<file path="config.mk">
export PLATFORM = sky130hd
export DESIGN_NAME = radio_settings_arbiter_flat
export DESIGN_NICKNAME = d
export VERILOG_FILES = /design/src/rtl/radio_settings_arbiter_if.sv /design/src/rtl/radio_settings_arbiter.sv /design/src/flat_wrapper.sv
export SDC_FILE = /design/constraint.sdc
export NUM_CORES = 1
export LEC_CHECK = 0
export BUFFER_PORTS_ARGS = -buffer_cell sky130_fd_sc_hd__buf_2
export CAP_MARGIN = 0
export CORE_ASPECT_RATIO = 0.9
export CORE_UTILIZATION = 50
export CTS_CLUSTER_DIAMETER = 80
export DETAILED_ROUTE_END_ITERATION = 7
export PLACE_DENSITY = 0.71
export SYNTH_ARGS = -nofsm -noshare
export SYNTH_HDL_FRONTEND = slang
export SYNTH_SLANG_ARGS = --single-unit
</file>
<file path="constraint.sdc">
create_clock -name clk -period 5.3 [get_ports clk]
set_input_delay 1.06 -clock clk [delete_from_list [all_inputs] [get_ports clk]]
set_output_delay 1.06 -clock clk [all_outputs]
set_load 0.01 [all_outputs]
</file>
<file path="src/rtl/radio_settings_arbiter_if.sv">
// Settings-bus bundle between the per-channel requesters and the shared radio settings arbiter.
// drop_cnt is present only when RADIO_SET_ARB_DROP_CNT_EN is defined.
interface radio_settings_arbiter_if #(
    parameter int NUM_BUSES = 2,
    parameter int AWIDTH    = 8,
    parameter int DWIDTH    = 32
);
    localparam int SW = (NUM_BUSES > 1) ? $clog2(NUM_BUSES) : 1;

    logic [NUM_BUSES-1:0]        in_set_stb;
    logic [NUM_BUSES*AWIDTH-1:0] in_set_addr;
    logic [NUM_BUSES*DWIDTH-1:0] in_set_data;
    logic                        ready;
    logic                        out_set_stb;
    logic [AWIDTH-1:0]           out_set_addr;
    logic [DWIDTH-1:0]           out_set_data;
    logic [SW-1:0]               out_set_src;
    logic [NUM_BUSES-1:0]        pending;
    logic [NUM_BUSES-1:0]        overflow;
`ifdef RADIO_SET_ARB_DROP_CNT_EN
    logic [16*NUM_BUSES-1:0]     drop_cnt;

    modport master (
        output in_set_stb, in_set_addr, in_set_data, ready,
        input  out_set_stb, out_set_addr, out_set_data, out_set_src, pending, overflow, drop_cnt
    );
    modport slave (
        input  in_set_stb, in_set_addr, in_set_data, ready,
        output out_set_stb, out_set_addr, out_set_data, out_set_src, pending, overflow, drop_cnt
    );
`else
    modport master (
        output in_set_stb, in_set_addr, in_set_data, ready,
        input  out_set_stb, out_set_addr, out_set_data, out_set_src, pending, overflow
    );
    modport slave (
        input  in_set_stb, in_set_addr, in_set_data, ready,
        output out_set_stb, out_set_addr, out_set_data, out_set_src, pending, overflow
    );
`endif
endinterface

</file>
<file path="src/rtl/radio_settings_arbiter.sv">
// Round-robin arbiter sharing one radio settings bus among NUM_BUSES requesters, 2-deep FIFO each.
// Optional per-bus saturating drop counters: define RADIO_SET_ARB_DROP_CNT_EN.
module radio_settings_arbiter #(
    parameter int NUM_BUSES = 2,
    parameter int AWIDTH    = 8,
    parameter int DWIDTH    = 32
) (
    input  logic                    clk,
    input  logic                    reset_n,
    input  logic                    clear,
    radio_settings_arbiter_if.slave bus
);
    localparam int SW = (NUM_BUSES > 1) ? $clog2(NUM_BUSES) : 1;
    localparam int EW = AWIDTH + DWIDTH;

    logic [EW-1:0]        fifo_mem [NUM_BUSES][2];
    logic [1:0]           fifo_cnt [NUM_BUSES];
    logic [SW-1:0]        rr_ptr;

    logic [NUM_BUSES-1:0] req;
    logic [NUM_BUSES-1:0] pop;
    logic [NUM_BUSES-1:0] push;
    logic [NUM_BUSES-1:0] drop;
    logic                 grant_vld;
    logic [SW-1:0]        grant_idx;
    logic [EW-1:0]        grant_entry;
    int                   scan_idx;

    always_comb begin
        req         = '0;
        pop         = '0;
        push        = '0;
        drop        = '0;
        grant_vld   = 1'b0;
        grant_idx   = '0;
        grant_entry = '0;
        scan_idx    = 0;

        // An idle bus strobing this cycle is eligible, so an empty FIFO is bypassed.
        for (int i = 0; i < NUM_BUSES; i++)
            req[i] = !clear && ((fifo_cnt[i] != 2'd0) || bus.in_set_stb[i]);

        // Scan from the far end so the last hit is the first bus in order from rr_ptr.
        if (bus.ready && !clear) begin
            for (int k = NUM_BUSES - 1; k >= 0; k--) begin
                scan_idx = int'(rr_ptr) + k;
                if (scan_idx >= NUM_BUSES)
                    scan_idx = scan_idx - NUM_BUSES;
                if (req[scan_idx]) begin
                    grant_vld = 1'b1;
                    grant_idx = SW'(scan_idx);
                end
            end
        end

        for (int i = 0; i < NUM_BUSES; i++) begin
            pop[i] = grant_vld && (grant_idx == SW'(i));
            if (bus.in_set_stb[i] && !clear) begin
                if ((fifo_cnt[i] != 2'd2) || pop[i])
                    push[i] = 1'b1;
                else
                    drop[i] = 1'b1;
            end
            if (pop[i])
                grant_entry = (fifo_cnt[i] == 2'd0)
                            ? {bus.in_set_addr[AWIDTH*i +: AWIDTH], bus.in_set_data[DWIDTH*i +: DWIDTH]}
                            : fifo_mem[i][0];
        end
    end

    // Storage carries no reset; fifo_cnt alone defines validity.
    always_ff @(posedge clk) begin
        for (int i = 0; i < NUM_BUSES; i++) begin
            if (pop[i])
                fifo_mem[i][0] <= fifo_mem[i][1];
            if (push[i]) begin
                if ((fifo_cnt[i] == 2'd2) || ((fifo_cnt[i] == 2'd1) && !pop[i]))
                    fifo_mem[i][1] <= {bus.in_set_addr[AWIDTH*i +: AWIDTH], bus.in_set_data[DWIDTH*i +: DWIDTH]};
                else if (!pop[i] || (fifo_cnt[i] != 2'd0))
                    fifo_mem[i][0] <= {bus.in_set_addr[AWIDTH*i +: AWIDTH], bus.in_set_data[DWIDTH*i +: DWIDTH]};
            end
        end
    end

    always_ff @(posedge clk or negedge reset_n) begin
        if (!reset_n) begin
            for (int i = 0; i < NUM_BUSES; i++)
                fifo_cnt[i] <= 2'd0;
            rr_ptr           <= '0;
            bus.out_set_stb  <= 1'b0;
            bus.out_set_addr <= '0;
            bus.out_set_data <= '0;
            bus.out_set_src  <= '0;
            bus.overflow     <= '0;
        end else if (clear) begin
            for (int i = 0; i < NUM_BUSES; i++)
                fifo_cnt[i] <= 2'd0;
            rr_ptr           <= '0;
            bus.out_set_stb  <= 1'b0;
            bus.out_set_addr <= '0;
            bus.out_set_data <= '0;
            bus.out_set_src  <= '0;
            bus.overflow     <= '0;
        end else begin
            for (int i = 0; i < NUM_BUSES; i++)
                fifo_cnt[i] <= 2'(fifo_cnt[i] + {1'b0, push[i]} - {1'b0, pop[i]});
            bus.overflow    <= bus.overflow | drop;
            bus.out_set_stb <= grant_vld;
            if (grant_vld) begin
                bus.out_set_addr <= grant_entry[EW-1 -: AWIDTH];
                bus.out_set_data <= grant_entry[DWIDTH-1:0];
                bus.out_set_src  <= grant_idx;
                rr_ptr           <= (int'(grant_idx) == NUM_BUSES - 1) ? '0 : SW'(grant_idx + 1'b1);
            end
        end
    end

    always_comb begin
        bus.pending = '0;
        for (int i = 0; i < NUM_BUSES; i++)
            bus.pending[i] = (fifo_cnt[i] != 2'd0);
    end

`ifdef RADIO_SET_ARB_DROP_CNT_EN
    always_ff @(posedge clk or negedge reset_n) begin
        if (!reset_n) begin
            bus.drop_cnt <= '0;
        end else if (clear) begin
            bus.drop_cnt <= '0;
        end else begin
            for (int i = 0; i < NUM_BUSES; i++)
                if (drop[i] && (bus.drop_cnt[16*i +: 16] != 16'hFFFF))
                    bus.drop_cnt[16*i +: 16] <= bus.drop_cnt[16*i +: 16] + 16'd1;
        end
    end
`endif
endmodule

</file>
<file path="src/flat_wrapper.sv">
// flat-port wrapper written by rule: the top's interface ports become plain ports
module radio_settings_arbiter_flat 
#(
    parameter int NUM_BUSES = 2,
    parameter int AWIDTH    = 8,
    parameter int DWIDTH    = 32
)
  (clk, reset_n, clear, bus_in_set_stb, bus_in_set_addr, bus_in_set_data, bus_ready, bus_out_set_stb, bus_out_set_addr, bus_out_set_data, bus_out_set_src, bus_pending, bus_overflow);
  radio_settings_arbiter_if #(.NUM_BUSES(NUM_BUSES), .AWIDTH(AWIDTH), .DWIDTH(DWIDTH)) bus_i ();
  input  logic clk;
  input  logic reset_n;
  input  logic clear;
  input wire logic [$bits(bus_i.in_set_stb)-1:0] bus_in_set_stb;
  input wire logic [$bits(bus_i.in_set_addr)-1:0] bus_in_set_addr;
  input wire logic [$bits(bus_i.in_set_data)-1:0] bus_in_set_data;
  input wire logic [$bits(bus_i.ready)-1:0] bus_ready;
  output wire logic [$bits(bus_i.out_set_stb)-1:0] bus_out_set_stb;
  output wire logic [$bits(bus_i.out_set_addr)-1:0] bus_out_set_addr;
  output wire logic [$bits(bus_i.out_set_data)-1:0] bus_out_set_data;
  output wire logic [$bits(bus_i.out_set_src)-1:0] bus_out_set_src;
  output wire logic [$bits(bus_i.pending)-1:0] bus_pending;
  output wire logic [$bits(bus_i.overflow)-1:0] bus_overflow;
  assign bus_i.in_set_stb = bus_in_set_stb;
  assign bus_i.in_set_addr = bus_in_set_addr;
  assign bus_i.in_set_data = bus_in_set_data;
  assign bus_i.ready = bus_ready;
  assign bus_out_set_stb = bus_i.out_set_stb;
  assign bus_out_set_addr = bus_i.out_set_addr;
  assign bus_out_set_data = bus_i.out_set_data;
  assign bus_out_set_src = bus_i.out_set_src;
  assign bus_pending = bus_i.pending;
  assign bus_overflow = bus_i.overflow;
  radio_settings_arbiter #(.NUM_BUSES(NUM_BUSES), .AWIDTH(AWIDTH), .DWIDTH(DWIDTH)) u_core (.clk(clk), .reset_n(reset_n), .clear(clear), .bus(bus_i));
endmodule
</file>
# After elaboration in Yosys (flattened, before gate mapping)
# Memories as Yosys holds them, arrays and structs flattened.
# Index checks and enable logic that the tools add are counted.
[op_classes]
add_sub_neg = 8
magnitude_cmp = 4
eq_ne = 6
muxes = 60
bitwise_logic = 4
n_reduce_logical = 25
[ops]
columns = ["operator", "count"]
rows = [
  ["$mux 40", 6],
  ["$mux 32", 6],
  ["$lt 32x3->1 const B", 2],
  ["$mux 1", 44],
  ["$ge 32x3->1 const B", 1],
  ["$sub 32x3->32 const B", 1],
  ["$mux 8", 2],
  ["$logic_and 1x1->1", 9],
  ["$logic_or 1x1->1", 8],
  ["$reduce_bool 2->1", 3],
  ["$add 2x1->2", 2],
  ["$eq 2x1->1 const B", 2],
  ["$eq 2x2->1 const B", 2],
  ["$logic_not 2->1", 2],
  ["$mux 4", 1],
  ["$ne 2x2->1 const B", 2],
  ["$sub 2x1->2", 2],
  ["$logic_not 1->1", 3],
  ["$sub 1x2->3 const B", 1],
  ["$add 1x1->2 const B", 1],
  ["$ge 1x2->1 const B", 1],
  ["$mux 2", 1],
  ["$or 1x1->1", 2],
  ["$or 2x2->2", 1],
  ["other kinds (2)", 2],
]
[totals]
ff_bits = 49
ramBits = 160
inputBits = 86
out_inout_bits = 46
elab_cells = 116
memories = 1
[mem_list]
columns = ["memory", "words", "width", "read_ports", "rd_ports_with_merged_regs", "wr", "line_no", "source"]
rows = [
  ["u_core.fifo_mem", 2, 80, 2, 0, 2, "radio_settings_arbiter.sv:16", "logic [EW-1:0] fifo_mem [NUM_BUSES][2];"],
]

# Depth between registers and ports, before layout
[logic_depth]
ltp_word = 19
ltp_mapped = 11
mapped_depth_nobuf = 10

# Worst setup path after synthesis
# Ideal clock, no wire load.
[synth_path]
path_kind = "input to register"
start = "input clear"
end = "memory u_core.fifo_mem[0][40] in the netlist's numbering (enable)"
setup_time_ns = 0.493
t_arrival_ns = 4.278
t_required_ns = 4.807
path_slack_ns = 0.529
path_stages = 3
n_path_buf = 1
path_cell_list = "buf_2 > nand2b_1 > o21ai_0"
[synth_lines]
columns = ["element", "line_no", "source"]
rows = [
  ["from (decl)", "flat_wrapper.sv:12", "input logic clear;"],
  ["to (decl)", "radio_settings_arbiter.sv:16", ""],
]

# Worst setup path after layout
[layout_path]
start = "register u_core.fifo_cnt[3] in the netlist's numbering"
end = "output bus_pending[0]"
[layout_via]
elab_chain_len = 1
[layout_lines]
columns = ["element", "line_no", "source"]
rows = [
  ["from (decl)", "radio_settings_arbiter.sv:17", "logic [1:0] fifo_cnt [NUM_BUSES];"],
  ["from (signal, indexed assignment)", "radio_settings_arbiter.sv:106", "fifo_cnt[i] <= 2'(fifo_cnt[i] + {1'b0, push[i]} - {1'b0, pop[i]});"],
  ["$reduce_bool 2->1", "radio_settings_arbiter.sv:121", "bus.pending[i] = (fifo_cnt[i] != 2'd0);"],
  ["to (decl)", "flat_wrapper.sv:21", "output wire logic [$bits(bus_i.pending)-1:0] bus_pending;"],
]
# Every way passes these cells.

==> flow_summary.ini <==
[placed_design]
post-dp-hpwl_mm = 14.0
gp_congestion = 0.913
dp_slack_ns = 1.58
port_buffers = 131

[synthesis]
synth_top_cell_by_area = edfxtp_1
ys_ff_latch = 209
synth_cell_types = 40
synthMuxAreaShare_pct = 12.9
synth_compound_area_share_pct = 8.20
synth_top_family_by_area = multiplexers
synth_simple_gate_area_share_pct = 11.0
synth_top_area_share_pct = 51.1
ys_async_sr_fraction_pct = 23.4
avgSynthCellArea_um2 = 13.7
synth.net_count = 777
ys_warn_count = 0
synth_area_um2 = 9410
synth_xor_area_share_pct = 0.559
seq_area_frac_synth_pct = 64.1
synth_edf_count = 160
synthAdderAreaFrac_pct = 0.532
synth.area.top_cells = edfxtp_1, dfrtp_1, mux2_2
synth_cells = 687
synthFlopType = edfxtp_1

[power_and_ir_drop]
power.density_nw_per_um2 = 422
p_leak_uw = 0.00443
peakVddDrop_mv = 0.304

[floorplan]
die-area_um2 = 19400
core-area_um2 = 18400
num_rows = 47
start_util_pct = 51.1
num_io_pins = 132
die_y_um = 132
die_w_um = 147

[timing]
worst_pin_slew_ns = 1.21
fin_skew_ns = 0.0134
relSlewSlack_pct = 19.2
hold_viol_final = 0
setup_viol = 0
final.period_utilization_pct = 63.3
max_freq_mhz = 298
fin_tns_setup_ns = 0
post-route-min-period_ns = 3.35
maxSlewViolCount = 0
fin_ws_ns = 1.95
rsz0062_at_grt = no
hold_slack_ns = 0.489

[route]
wl_met1_mm = 8.67
drt-vias-per-instance = 5.64
routed.top_layer = met4
drt-initial-drc-count = 421
met2_length_mm = 10.7
antenna_left = 0
vias = 6014
dr.pass1.iters = 5
drc_errors = 0
wl_met3_mm = 1.40
drt_wl_total_mm = 21.4
routedWlPerCell_um = 20.0

[global_route]
grt_max_degree = 50
grt_pass1_wl_mm = 33.4
grt-ovfl-total = 0
grt_usage_pct = 22.3
grt_pass1_vias = 6061
antenna_found_initial = 0

[hold_path]
holdCritPathClass = reg2reg

[cts]
hold_buffers = 0
cts.sink_count = 209
clkLatencyLatePin_ns = 0.51
path_clk_slew_ns = 0.06
cts_buffers = 22
cts_tree = built
cts_setup_buffers = 0
htreeDepth = 1
cts_buffer_depth = 3
clockRootBuffer = clkbuf_16
cts_resized = 0

[critical_path]
crit_type = reg2out
required_ns = 4.24
crit_arrival_ns = 2.29
start_kind = flip-flop
crit_path_max_fanout = 42
endpoint_kind = output port

[finish]
nNetsFinal = 896
diodes = 0
layout_common_cells = edfxtp_1, buf_2, nand2_1
ff_latch_area_um2 = 6030
drive_above_1_share_pct = 29.6
final_common_cell = edfxtp_1
area_delta_synth_final_pct = 16.2
fill_cells = 1450
multi_input_area_um2 = 3150

[outcome]
outcome = completed

[flow_run]
maxCapViolations = 0
## synthesized netlist by cell type, types with 19 or more instances
library cell  number
nand2b_1          19
mux2i_1           24
edfxtp_1         160
nand2_1           74
a211o_1           24
mux2_2            37
mux2_1            24
mux2_4            19
a211oi_1          48
nor2_1            34
and2_1            24
dfrtp_1           49
nand3_1           50
## critical path, stage by stage, from the launching register on
cell and delay [ns]:
dfrtp_1 0.56, nor2_4 0.16, inv_2 0.78, buf_2 0.28
## per-layer routing
metal,GRT usage [%],up-vias
met5,0,-
met4,6.31,0
met3,3.84,44
met2,38.5,229
met1,28.9,2951
li1,-,2790
## layout make-up
type                    instances  share of cell area, %
well taps                     245                   2.80
clock inverters                10                  0.641
multi-input cells             428                   28.8
inverters                       8                  0.275
repair buffers                137                   6.41
flip-flops and latches        209                   55.2
clock buffers                  30                   5.87
## flip-flops by register name, indices dropped and copies added (netlist names)
name / flops
u_core.bus.out_set_addr: 8
u_core.rr_ptr: 1
u_core.bus.overflow: 2
u_core.fifo_mem: 160
u_core.bus.out_set_src: 1
u_core.bus.out_set_stb: 1
u_core.bus.out_set_data: 32
u_core.fifo_cnt: 4
## cell families (layout without fill, tap and decap cells)
| group | after synthesis | count (layout) |
|---|---|---|
| buf+inv | 50 | 185 |
| simple gates | 214 | 214 |
| flops | 209 | 209 |
| compound gates | 100 | 100 |
| mux | 104 | 104 |
| fa+ha+maj | 4 | 4 |
| xor+xnor | 6 | 6 |
## final timing paths
kind	start	endpoint	slack, ns	depth (start not counted)
worst max register to register	u_core.fifo_cnt[3]	u_core.bus.out_set_data[7]	1.99	5
max in group asynchronous	reset_n	u_core.bus.out_set_data[10]	3.81	1
worst min-delay path	u_core.bus.out_set_addr[5]	u_core.bus.out_set_addr[5]	0.49	1
worst max-delay path	u_core.fifo_cnt[3]	bus_pending[0]	1.95	3
min in group asynchronous	reset_n	u_core.bus.out_set_data[16]	0.77	1
worst min register to register	u_core.bus.out_set_addr[5]	u_core.bus.out_set_addr[5]	0.49	1
## metrics by stage
stage | power, uW | util (%) | cell area [um2] | cells
5_1_grt | 4790 | 59.4 | 10900 | 1067
4_1_cts | 4640 | 59.4 | 10900 | 1067
3_3_place_gp | 3080 | 55.5 | 10200 | 1027
2_1_floorplan | 2780 | - | 9410 | 687
6_report | 4610 | 59.4 | 10900 | 1067
3_5_place_dp | 3120 | 55.5 | 10200 | 1027
## power breakdown
part	switching, uW	internal (uW)	total (uW)
Clock	630	893	1520
Sequential	101	1990	2100
Combinational	613	381	994
Total	1340	3270	4610
Power figures use the tool's default switching activity.
